`src/rtl/mem_arbiter_if.sv`:
```
// Bus bundle between the miniRV fetch/load-store requesters, the shared-memory arbiter and memory.
// The arbiter uses the slave modport; the environment (core + memory) uses the master modport.
interface mem_arbiter_if #(
  parameter int ADDR_W = 32,
  parameter int DATA_W = 32
);
  logic              i_req;
  logic [ADDR_W-1:0] i_addr;
  logic              i_gnt;
  logic              i_rvalid;
  logic [DATA_W-1:0] i_rdata;

  logic              d_req;
  logic              d_we;
  logic [ADDR_W-1:0] d_addr;
  logic [DATA_W-1:0] d_wdata;
  logic              d_gnt;
  logic              d_rvalid;
  logic [DATA_W-1:0] d_rdata;

  logic              mem_req;
  logic              mem_we;
  logic [ADDR_W-1:0] mem_addr;
  logic [DATA_W-1:0] mem_wdata;
  logic              mem_ready;
  logic [DATA_W-1:0] mem_rdata;

  modport slave (
    input  i_req, i_addr, d_req, d_we, d_addr, d_wdata, mem_ready, mem_rdata,
    output i_gnt, i_rvalid, i_rdata, d_gnt, d_rvalid, d_rdata,
           mem_req, mem_we, mem_addr, mem_wdata
  );

  modport master (
    output i_req, i_addr, d_req, d_we, d_addr, d_wdata, mem_ready, mem_rdata,
    input  i_gnt, i_rvalid, i_rdata, d_gnt, d_rvalid, d_rdata,
           mem_req, mem_we, mem_addr, mem_wdata
  );
endinterface

```
`src/rtl/mem_arbiter.sv`:
```
// Arbitrates the fetch (I) and load/store (D) requesters onto one single-port memory,
// with starvation protection for I and a fixed-latency pipeline that routes read data back.
module mem_arbiter #(
  parameter int ADDR_W     = 32,
  parameter int DATA_W     = 32,
  parameter int RD_LAT     = 1,
  parameter int STARVE_MAX = 3
) (
  input logic          clk,
  input logic          rst,
  mem_arbiter_if.slave bus
);
  typedef enum logic [1:0] {SEL_NONE, SEL_I, SEL_D} sel_t;

  localparam logic [3:0] STARVE_LIM = 4'(STARVE_MAX);

  sel_t              sel;
  logic [3:0]        cnt;
  logic [3:0]        cnt_next;
  logic              i_gnt;
  logic              d_gnt;
  logic              rd_accept;
  logic              rd_owner;
  logic [RD_LAT-1:0] pipe_valid;
  logic [RD_LAT-1:0] pipe_owner;

  // D wins contention until I has lost STARVE_MAX times in a row.
  always_comb begin
    sel = SEL_NONE;
    if (bus.i_req && bus.d_req) begin
      sel = (cnt >= STARVE_LIM) ? SEL_I : SEL_D;
    end else if (bus.i_req) begin
      sel = SEL_I;
    end else if (bus.d_req) begin
      sel = SEL_D;
    end
  end

  // Grants are masked by reset so nothing is accepted while rst is held low.
  assign i_gnt     = rst && (sel == SEL_I) && bus.mem_ready;
  assign d_gnt     = rst && (sel == SEL_D) && bus.mem_ready;
  assign rd_accept = i_gnt | (d_gnt & ~bus.d_we);
  assign rd_owner  = d_gnt;

  always_comb begin
    cnt_next = cnt;
    if (!bus.i_req || i_gnt) begin
      cnt_next = '0;
    end else if (d_gnt && (cnt < STARVE_LIM)) begin
      cnt_next = cnt + 4'd1;
    end
  end

  always_ff @(posedge clk or negedge rst) begin
    if (!rst) begin
      cnt <= '0;
    end else begin
      cnt <= cnt_next;
    end
  end

  // Owner bit: 0 = fetch, 1 = load. Shifts every cycle; memory has no response backpressure.
  always_ff @(posedge clk or negedge rst) begin
    if (!rst) begin
      pipe_valid <= '0;
      pipe_owner <= '0;
    end else begin
      pipe_valid[0] <= rd_accept;
      pipe_owner[0] <= rd_owner;
      for (int k = 1; k < RD_LAT; k++) begin
        pipe_valid[k] <= pipe_valid[k-1];
        pipe_owner[k] <= pipe_owner[k-1];
      end
    end
  end

  always_comb begin
    bus.i_gnt     = i_gnt;
    bus.d_gnt     = d_gnt;
    bus.i_rvalid  = pipe_valid[RD_LAT-1] & ~pipe_owner[RD_LAT-1];
    bus.d_rvalid  = pipe_valid[RD_LAT-1] &  pipe_owner[RD_LAT-1];
    bus.i_rdata   = '0;
    bus.d_rdata   = '0;
    bus.mem_req   = 1'b0;
    bus.mem_we    = 1'b0;
    bus.mem_addr  = '0;
    bus.mem_wdata = '0;
    if (rst) begin
      bus.i_rdata = bus.mem_rdata;
      bus.d_rdata = bus.mem_rdata;
      bus.mem_req = bus.i_req | bus.d_req;
      case (sel)
        SEL_I: begin
          bus.mem_addr = bus.i_addr;
        end
        SEL_D: begin
          bus.mem_addr  = bus.d_addr;
          bus.mem_we    = bus.d_we;
          bus.mem_wdata = bus.d_wdata;
        end
        default: begin
          bus.mem_addr = '0;
        end
      endcase
    end
  end
endmodule
```
`src/flat_wrapper.sv`:
```
// flat-port wrapper written by rule: the top's interface ports become plain ports
module mem_arbiter_flat 
#(
  parameter int ADDR_W     = 32,
  parameter int DATA_W     = 32,
  parameter int RD_LAT     = 1,
  parameter int STARVE_MAX = 3
)
  (clk, rst, bus_i_req, bus_i_addr, bus_d_req, bus_d_we, bus_d_addr, bus_d_wdata, bus_mem_ready, bus_mem_rdata, bus_i_gnt, bus_i_rvalid, bus_i_rdata, bus_d_gnt, bus_d_rvalid, bus_d_rdata, bus_mem_req, bus_mem_we, bus_mem_addr, bus_mem_wdata);
  mem_arbiter_if #(.ADDR_W(ADDR_W), .DATA_W(DATA_W)) bus_i ();
  input logic clk;
  input logic rst;
  input wire logic [$bits(bus_i.i_req)-1:0] bus_i_req;
  input wire logic [$bits(bus_i.i_addr)-1:0] bus_i_addr;
  input wire logic [$bits(bus_i.d_req)-1:0] bus_d_req;
  input wire logic [$bits(bus_i.d_we)-1:0] bus_d_we;
  input wire logic [$bits(bus_i.d_addr)-1:0] bus_d_addr;
  input wire logic [$bits(bus_i.d_wdata)-1:0] bus_d_wdata;
  input wire logic [$bits(bus_i.mem_ready)-1:0] bus_mem_ready;
  input wire logic [$bits(bus_i.mem_rdata)-1:0] bus_mem_rdata;
  output wire logic [$bits(bus_i.i_gnt)-1:0] bus_i_gnt;
  output wire logic [$bits(bus_i.i_rvalid)-1:0] bus_i_rvalid;
  output wire logic [$bits(bus_i.i_rdata)-1:0] bus_i_rdata;
  output wire logic [$bits(bus_i.d_gnt)-1:0] bus_d_gnt;
  output wire logic [$bits(bus_i.d_rvalid)-1:0] bus_d_rvalid;
  output wire logic [$bits(bus_i.d_rdata)-1:0] bus_d_rdata;
  output wire logic [$bits(bus_i.mem_req)-1:0] bus_mem_req;
  output wire logic [$bits(bus_i.mem_we)-1:0] bus_mem_we;
  output wire logic [$bits(bus_i.mem_addr)-1:0] bus_mem_addr;
  output wire logic [$bits(bus_i.mem_wdata)-1:0] bus_mem_wdata;
  assign bus_i.i_req = bus_i_req;
  assign bus_i.i_addr = bus_i_addr;
  assign bus_i.d_req = bus_d_req;
  assign bus_i.d_we = bus_d_we;
  assign bus_i.d_addr = bus_d_addr;
  assign bus_i.d_wdata = bus_d_wdata;
  assign bus_i.mem_ready = bus_mem_ready;
  assign bus_i.mem_rdata = bus_mem_rdata;
  assign bus_i_gnt = bus_i.i_gnt;
  assign bus_i_rvalid = bus_i.i_rvalid;
  assign bus_i_rdata = bus_i.i_rdata;
  assign bus_d_gnt = bus_i.d_gnt;
  assign bus_d_rvalid = bus_i.d_rvalid;
  assign bus_d_rdata = bus_i.d_rdata;
  assign bus_mem_req = bus_i.mem_req;
  assign bus_mem_we = bus_i.mem_we;
  assign bus_mem_addr = bus_i.mem_addr;
  assign bus_mem_wdata = bus_i.mem_wdata;
  mem_arbiter #(.ADDR_W(ADDR_W), .DATA_W(DATA_W), .RD_LAT(RD_LAT), .STARVE_MAX(STARVE_MAX)) u_core (.clk(clk), .rst(rst), .bus(bus_i));
endmodule
```
`config.mk`:
```
export PLATFORM = sky130hd
export DESIGN_NAME = mem_arbiter_flat
export DESIGN_NICKNAME = d
export VERILOG_FILES = /design/src/rtl/mem_arbiter_if.sv /design/src/rtl/mem_arbiter.sv /design/src/flat_wrapper.sv
export SDC_FILE = /design/constraint.sdc
export NUM_CORES = 1
export LEC_CHECK = 0
export CAP_MARGIN = 20
export CORE_AREA = 2 2 103 105
export CTS_CLUSTER_DIAMETER = 80
export DETAILED_ROUTE_END_ITERATION = 12
export DIE_AREA = 0 0 105 107
export PLACE_DENSITY = 0.68
export SLEW_MARGIN = 0
export SYNTH_ARGS = -nofsm -noshare
export SYNTH_HDL_FRONTEND = slang
export SYNTH_SLANG_ARGS = --single-unit
```
`constraint.sdc`:
```
create_clock -name clk -period 2.25 [get_ports clk]
set_input_delay 0.3375 -clock clk [delete_from_list [all_inputs] [get_ports clk]]
set_output_delay 0.3375 -clock clk [all_outputs]
set_load 0.005 [all_outputs]
```
==> out/summary.json, run 1 <==
{
  "outcome": {"value": "finished with violations"},
  "failed_checks": {"value": "negative setup slack"},
  "lkg_pwr": {"value": 1.839, "unit": "nW"},
  "cts_made_buffers": {"value": 3},
  "setup_tns": {"value": -2825, "unit": "ps"},
  "slowest_delay": {"value": 550, "unit": "ps"},
  "report.final.setup_viol": {"value": 29},
  "timing.fmax": {"value": 415.9, "unit": "MHz"},
  "cts_num_sinks": {"value": 6},
  "ant_nets": {"value": 0},
  "ctsRootBufferMaster": {"value": "clkbuf_8"},
  "grt_max_degree": {"value": 37},
  "grtUsageMet2": {"value": 26.67, "unit": "%"},
  "arrival": {"value": 2070, "unit": "ps"},
  "global_routing_s_busiest_layer": {"value": "met2"},
  "place_area": {"value": 0.003934, "unit": "sq mm"},
  "multi_input_area": {"value": 902.1, "unit": "sq um"},
  "antenna_found_initial": {"value": 0},
  "maxSlewHeadroom": {"value": 75.90, "unit": "%"},
  "rsz0062_at_grt": {"value": "yes"},
  "cts.path.max_buffers": {"value": 2},
  "crit_required": {"value": 1910, "unit": "ps"},
  "syn_area": {"value": 0.001324, "unit": "sq mm"},
  "drc": {"value": 0},
  "ys_warn_count": {"value": 0},
  "first_global_vias": {"value": 2283},
  "die-width": {"value": 105, "unit": "microns"},
  "pin_count": {"value": 268},
  "yosysSeqAreaShare": {"value": 11.34, "unit": "%"},
  "cp_max_fo": {"value": 6},
  "worst_hold_path_type": {"value": "in -> async"},
  "nNetsFinal": {"value": 574},
  "maxCapViolCount": {"value": 0},
  "synth-seq-cells": {"value": 6},
  "timing.final.ws_setup": {"value": -154.4, "unit": "ps"},
  "layout-drive-gt1-share": {"value": 23.57, "unit": "%"},
  "critPathCaptureType": {"value": "primary output"},
  "hpwl_reported_at_the_end_of_detailed_placement": {"value": 6.307, "unit": "mm"},
  "r2r_start": {"value": "u_core.cnt[0]"},
  "layout.area.seq": {"value": 150.1, "unit": "sq um"},
  "maximum_ir_drop_on_the_vdd_rail": {"value": 0.0001265, "unit": "V"},
  "final_cycle_share": {"value": 106.9, "unit": "%"},
  "final.hold.worst_slack": {"value": 420.8, "unit": "ps"},
  "globalplace.congestion": {"value": 0.7756},
  "clk_lat_worst_skew": {"value": 220, "unit": "ps"},
  "syn_area_per_cell": {"value": 7.652, "unit": "sq um"},
  "initial_util": {"value": 13.12, "unit": "%"},
  "worst_path_max_delay_cell": {"value": "or4b_4"},
  "layout-area-overhead-vs-synth": {"value": 208.7, "unit": "%"},
  "fp.dieH": {"value": 107, "unit": "microns"},
  "critical_path.startpoint": {"value": "u_core.cnt[0]"},
  "netlist_instances": {"value": 173},
  "grt_remaining_overflow": {"value": 0},
  "cts_tree": {"value": "yes"},
  "die_area": {"value": 0.01124, "unit": "sq mm"},
  "synth_cell_types": {"value": 23},
  "fillers": {"value": 1046},
  "grt.met1_usage": {"value": 13.99, "unit": "%"},
  "cts_htree_levels": {"value": 1},
  "period_needed": {"value": 2404, "unit": "ps"},
  "global_route_wire_length_before_repair": {"value": 12.06, "unit": "mm"},
  "grt.met3_usage": {"value": 3.283, "unit": "%"},
  "final_area": {"value": 0.004086, "unit": "sq mm"},
  "wirelength": {"value": 8.746, "unit": "mm"},
  "fin_worst_skew": {"value": 3.340, "unit": "ps"},
  "core_area": {"value": 0.01009, "unit": "sq mm"},
  "post_drt_via_cell_ratio": {"value": 3.911},
  "drt_pre_antenna_iters": {"value": 4},
  "worst-setup-path-type": {"value": "reg -> out"},
  "antenna-diode-count": {"value": 0},
  "core.rowCount": {"value": 37},
  "number_of_buffers_added_on_ports": {"value": 267},
  "power_density": {"value": 225.4, "unit": "mW/mm^2"},
  "dr.first_iter.drc_count": {"value": 95},
  "crit_chain": {"value": "ha_2, or4b_4, and3_4, buf_6, a22o_1, buf_2"},
  "startpoint_type": {"value": "flop"},
  "grt_usage": {"value": 13.37, "unit": "%"},
  "slew_viol_final": {"value": 0},
  "cts.hold.buffers_added": {"value": 0},
  "hold_vio_cnt_final": {"value": 0},
  "fin_total_pwr": {"value": 0.9209, "unit": "mW"},
  "clk_pin_slew": {"value": 40, "unit": "ps"},
  "num_vias": {"value": 2241},
  "postSynthNetCount": {"value": 308},
  "detail_route.wl_per_cell": {"value": 15.26, "unit": "microns"},
  "worst-slew-pin-transition": {"value": 361.4, "unit": "ps"}
}
[worst paths after layout]
path	end	slack, ps	cells after the start
setup / recovery	bus_mem_addr[21]	-150	6
hold / removal	u_core.cnt[2]	420	2
setup reg to reg	u_core.cnt[0]	240	6
hold reg to reg	u_core.cnt[1]	550	2
max in group asynchronous	u_core.pipe_valid	1520	3
min in group clk	u_core.cnt[1]	550	2
[cells in the mapped netlist]
library cell	n	area share, %
and3_1	3	1.4
or3_1	1	0.47
nand3_1	1	0.38
buf_4	32	18
and2_1	66	31
o31ai_1	1	0.57
nor2_1	1	0.28
a2bb2oi_1	1	0.66
buf_1	1	0.28
a21oi_1	2	0.76
nand2_1	3	0.85
clkbuf_1	8	2.3
dfrtp_1	6	11
a22o_1	32	21
and3_4	1	0.85
or4b_4	1	1.0
nor2b_1	2	0.95
a21boi_0	1	0.57
or2b_1	2	1.1
ha_1	1	0.95
buf_6	4	3.4
o21a_1	1	0.57
buf_2	2	0.76
[state kept, by name, indices dropped and copies added (netlist names)]
register and flops:
u_core.pipe_owner 1, u_core.pipe_valid 1, u_core.cnt 4
[where the power goes]
part / switching, mW / internal [mW] / leakage [nW]
Clock: 0.0428 / 0.115 / 0.0216
Combinational: 0.192 / 0.459 / 1.74
Sequential: 0.00138 / 0.111 / 0.0824
[per-stage QoR]
step | setup WS, ps | cells | utilization, %
2_1_floorplan | 194.3 | 173 | -
3_3_place_gp | -365.7 | 540 | 38.98
3_5_place_dp | -372.6 | 540 | 38.98
4_1_cts | -189.0 | 564 | 40.07
5_1_grt | -183.6 | 573 | 40.49
6_report | -154.4 | 573 | 40.49
[worst max-delay path, delay by kind of cell (launching register included)]
family | cells | cell delay [ps]
AOI/OAI and AO/OA | 1 | 200
buffers and inverters | 2 | 260
adders and majority gates | 1 | 190
and+or+nand+nor | 2 | 810
DFF | 1 | 390
[layer usage]
layer / wire (microns) / part of all wire, %
met1: 3261 / 37
met2: 4676 / 53
met3: 736 / 8.4
met4: 72 / 0.82
met5: 0 / 0
[layout make-up]
class	instances	area share [%]
Clock buffer	3	1.010
Timing Repair Buffer	305	69.08
Sequential cell	6	3.674
Tap cell	136	4.164
Multi-Input combinational cell	123	22.08
[cell families after synthesis]
logic type	count (synthesis)	share of synthesized area, %
adders and majority gates	1	0.9450
buffers and inverters	47	24.86
and+or+nand+nor	81	38.56
AOI/OAI and AO/OA	38	24.29
DFF	6	11.34
[what timing repair did]
item / in CTS / in global routing
buffers inserted: 17 / 7
resized for setup: 188 / 55
setup endpoints to repair: 74 / 66
cloned: 4 / 2
pin swaps: 4 / 2
[cells in the final DEF, fill, tap and decap left out, drive strengths merged]
cell type | synthesis | routed
ha | 1 | 1
a2bb2oi | 1 | 1
dlygate4sd2 | 0 | 11
clkbuf | 8 | 24
clkdlybuf4s15 | 0 | 5
nand2 | 3 | 3
o31ai | 1 | 1
clkdlybuf4s50 | 0 | 197
or2b | 2 | 2
buf | 39 | 70
nand3 | 1 | 1
nor2 | 1 | 1
or3 | 1 | 1
a22o | 32 | 32
a21boi | 1 | 1
and3 | 4 | 7
a21oi | 2 | 2
dlymetal6s2s | 0 | 1
dfrtp | 6 | 6
o21a | 1 | 1
or4b | 1 | 1
nor2b | 2 | 2
and2 | 66 | 66
Note: power is estimated with default switching activity, not from simulation.
==> inputs of run 2 (changes only) <==
--- a/config.mk
+++ b/config.mk
@@ -11,7 +11,6 @@
 export DETAILED_ROUTE_END_ITERATION = 12
 export DIE_AREA = 0 0 105 107
 export PLACE_DENSITY = 0.68
-export SLEW_MARGIN = 0
 export SYNTH_ARGS = -nofsm -noshare
 export SYNTH_HDL_FRONTEND = slang
 export SYNTH_SLANG_ARGS = --single-unit
==> results of run 2 <==
Final layout, timing and power as in run 1 (identical DEF).
==> inputs of run 3 (changes only) <==
--- a/config.mk
+++ b/config.mk
@@ -7,10 +7,11 @@
 export LEC_CHECK = 0
 export CAP_MARGIN = 20
 export CORE_AREA = 2 2 103 105
-export CTS_CLUSTER_DIAMETER = 80
+export CTS_CLUSTER_DIAMETER = 200
 export DETAILED_ROUTE_END_ITERATION = 12
 export DIE_AREA = 0 0 105 107
 export PLACE_DENSITY = 0.68
+export RECOVER_POWER = 50
 export SYNTH_ARGS = -nofsm -noshare
 export SYNTH_HDL_FRONTEND = slang
 export SYNTH_SLANG_ARGS = --single-unit
==> run 3 against run 2 <==
- the flow still finishes with violations (negative setup slack)
- global-route usage did not move
- design area fell by 0.28%
- clock skew barely moved
- via count rose by 0.49%
- non-clock buffer count did not move
- fmax barely moved
- first-iteration DRC count fell by 14%
- sequential cell count did not move
- largest cell class unchanged
- largest power group unchanged
==> out/summary.json, run 3 (synthesis gave the netlist of run 1 again) <==
{
  "outcome": {"value": "finished with violations"},
  "failed_checks": {"value": "negative setup slack"},
  "ctsRootBufferMaster": {"value": "clkbuf_8"},
  "power_density": {"value": 225.5, "unit": "mW/mm^2"},
  "clk_lat_worst_skew": {"value": 220, "unit": "ps"},
  "number_of_buffers_added_on_ports": {"value": 267},
  "rsz0062_at_grt": {"value": "yes"},
  "drc": {"value": 0},
  "cts.path.max_buffers": {"value": 2},
  "pin_count": {"value": 268},
  "grt_remaining_overflow": {"value": 0},
  "largest-register": {"value": "u_core.cnt"},
  "layout.area.seq": {"value": 150.1, "unit": "sq um"},
  "dpl_worst_slack": {"value": -372.6, "unit": "ps"},
  "crit_chain": {"value": "ha_2, or4b_4, and3_4, buf_6, a22o_1, buf_2"},
  "worst_hold_path_type": {"value": "in -> async"},
  "arrival": {"value": 2070, "unit": "ps"},
  "cts.hold.buffers_added": {"value": 0},
  "multi_input_area": {"value": 902.1, "unit": "sq um"},
  "drt_pre_antenna_iters": {"value": 4},
  "rr_worst_depth": {"value": 6},
  "finish.utilization": {"value": 40.38, "unit": "%"},
  "hpwl_reported_at_the_end_of_detailed_placement": {"value": 6.307, "unit": "mm"},
  "timing.final.ws_setup": {"value": -154.5, "unit": "ps"},
  "crit_required": {"value": 1910, "unit": "ps"},
  "core_area": {"value": 0.01009, "unit": "sq mm"},
  "die-width": {"value": 105, "unit": "microns"},
  "timing.fmax": {"value": 415.9, "unit": "MHz"},
  "place_area": {"value": 0.003934, "unit": "sq mm"},
  "cp_max_fo": {"value": 6},
  "layout-area-overhead-vs-synth": {"value": 207.8, "unit": "%"},
  "cts_made_buffers": {"value": 3},
  "wirelength": {"value": 8.777, "unit": "mm"},
  "layout.cells.most_common_list": {"value": "clkdlybuf4s50_1, and2_1, buf_2"},
  "mostFrequentLayoutCell": {"value": "clkdlybuf4s50_1"},
  "initial_util": {"value": 13.12, "unit": "%"},
  "largest_register_ff_count": {"value": 4},
  "maximum_ir_drop_on_the_vdd_rail": {"value": 0.0001269, "unit": "V"},
  "fp.dieH": {"value": 107, "unit": "microns"},
  "setup_tns": {"value": -2861, "unit": "ps"},
  "detail_route.wl_per_cell": {"value": 15.32, "unit": "microns"},
  "antenna_found_initial": {"value": 0},
  "fin_worst_skew": {"value": 3.718, "unit": "ps"},
  "startpoint_type": {"value": "flop"},
  "die_area": {"value": 0.01124, "unit": "sq mm"},
  "slew_viol_final": {"value": 0},
  "lkg_pwr": {"value": 1.835, "unit": "nW"},
  "first_global_vias": {"value": 2283},
  "layout-drive-gt1-share": {"value": 22.88, "unit": "%"},
  "cts_tree": {"value": "yes"},
  "cts_htree_levels": {"value": 1},
  "critPathCaptureType": {"value": "primary output"},
  "worst-setup-path-type": {"value": "reg -> out"},
  "grt_max_degree": {"value": 37},
  "antenna-diode-count": {"value": 0},
  "worst_path_max_delay_cell": {"value": "or4b_4"},
  "grt_usage": {"value": 13.37, "unit": "%"},
  "final.hold.worst_slack": {"value": 412.4, "unit": "ps"},
  "nNetsFinal": {"value": 574},
  "final_area": {"value": 0.004075, "unit": "sq mm"},
  "global_route_wire_length_before_repair": {"value": 12.06, "unit": "mm"},
  "cts_num_sinks": {"value": 6},
  "final_cycle_share": {"value": 106.9, "unit": "%"},
  "core.rowCount": {"value": 37},
  "maxCapViolCount": {"value": 0},
  "worst-slew-pin-transition": {"value": 353.0, "unit": "ps"},
  "post_drt_via_cell_ratio": {"value": 3.930},
  "slowest_delay": {"value": 550, "unit": "ps"},
  "top_regs": {"value": "u_core.cnt (4), u_core.pipe_owner (1), u_core.pipe_valid (1)"},
  "clk_pin_slew": {"value": 40, "unit": "ps"},
  "hold_vio_cnt_final": {"value": 0},
  "report.final.setup_viol": {"value": 29},
  "period_needed": {"value": 2404, "unit": "ps"},
  "globalplace.congestion": {"value": 0.7756},
  "num_vias": {"value": 2252},
  "dr.first_iter.drc_count": {"value": 82},
  "ant_nets": {"value": 0},
  "fillers": {"value": 1050},
  "maxSlewHeadroom": {"value": 76.47, "unit": "%"}
}
## run 3: cell types whose count changed in the layout (fill, tap and decap cells not counted)
cell,previous run,this run
buf_4,14,11
clkbuf_1,0,3
clkdlybuf4s50_1,197,195
dlygate4sd3_1,0,2
## run 3: worst paths after layout
check / start / end / slack (ps)
hold / removal: rst / u_core.cnt[2] / 410
setup / recovery: u_core.cnt[0] / bus_mem_addr[21] / -150
max in group asynchronous: rst / u_core.pipe_valid / 1510
min in group clk: u_core.cnt[1] / u_core.cnt[1] / 550
hold reg to reg: u_core.cnt[1] / u_core.cnt[1] / 550
setup reg to reg: u_core.cnt[0] / u_core.cnt[0] / 240
## run 3: routing by layer
| layer | part of all wire, % | GRT usage, % |
|---|---|---|
| met1 | 37 | 13.99 |
| met2 | 53 | 26.67 |
| met3 | 8.6 | 3.283 |
| met4 | 0.82 | 2.952 |
| met5 | 0 | 0 |
## run 3: stage by stage
| stage | instances | total power, mW |
|---|---|---|
| 4_1_cts | 564 | 0.9107 |
| 3_5_place_dp | 540 | 0.7489 |
| 6_report | 573 | 0.9191 |
| 3_3_place_gp | 540 | 0.7453 |
| 5_1_grt | 573 | 0.9696 |
| 2_1_floorplan | 173 | 0.2938 |
## run 3: layout make-up
class	count	area share (%)
tap	136	4.176
timing repair buffer	305	68.99
clock buffer	3	1.013
multi-input combinational	123	22.14
sequential	6	3.684
## run 3: what timing repair did
action	4_1_cts	5_1_grt
cloned	4	2
endpoints found under the setup margin	74	66
buffers inserted	17	7
gates resized for setup	188	55
pin swaps	4	2
## run 3: worst max-delay path, delay by kind of cell, from the launching register on
| kind | cells | cell delay [ps] |
|---|---|---|
| adder cells (fa/ha/maj) | 1 | 190 |
| flip-flops | 1 | 390 |
| AND/OR/NAND/NOR | 2 | 810 |
| AO/OA/AOI/OAI | 1 | 200 |
| buffers and inverters | 2 | 260 |
## run 3: report_power, final
group	leakage, nW	internal, mW	switching [mW]
Clock	0.0216	0.115	0.0434
Combinational	1.73	0.456	0.192
Sequential	0.0824	0.111	0.00140
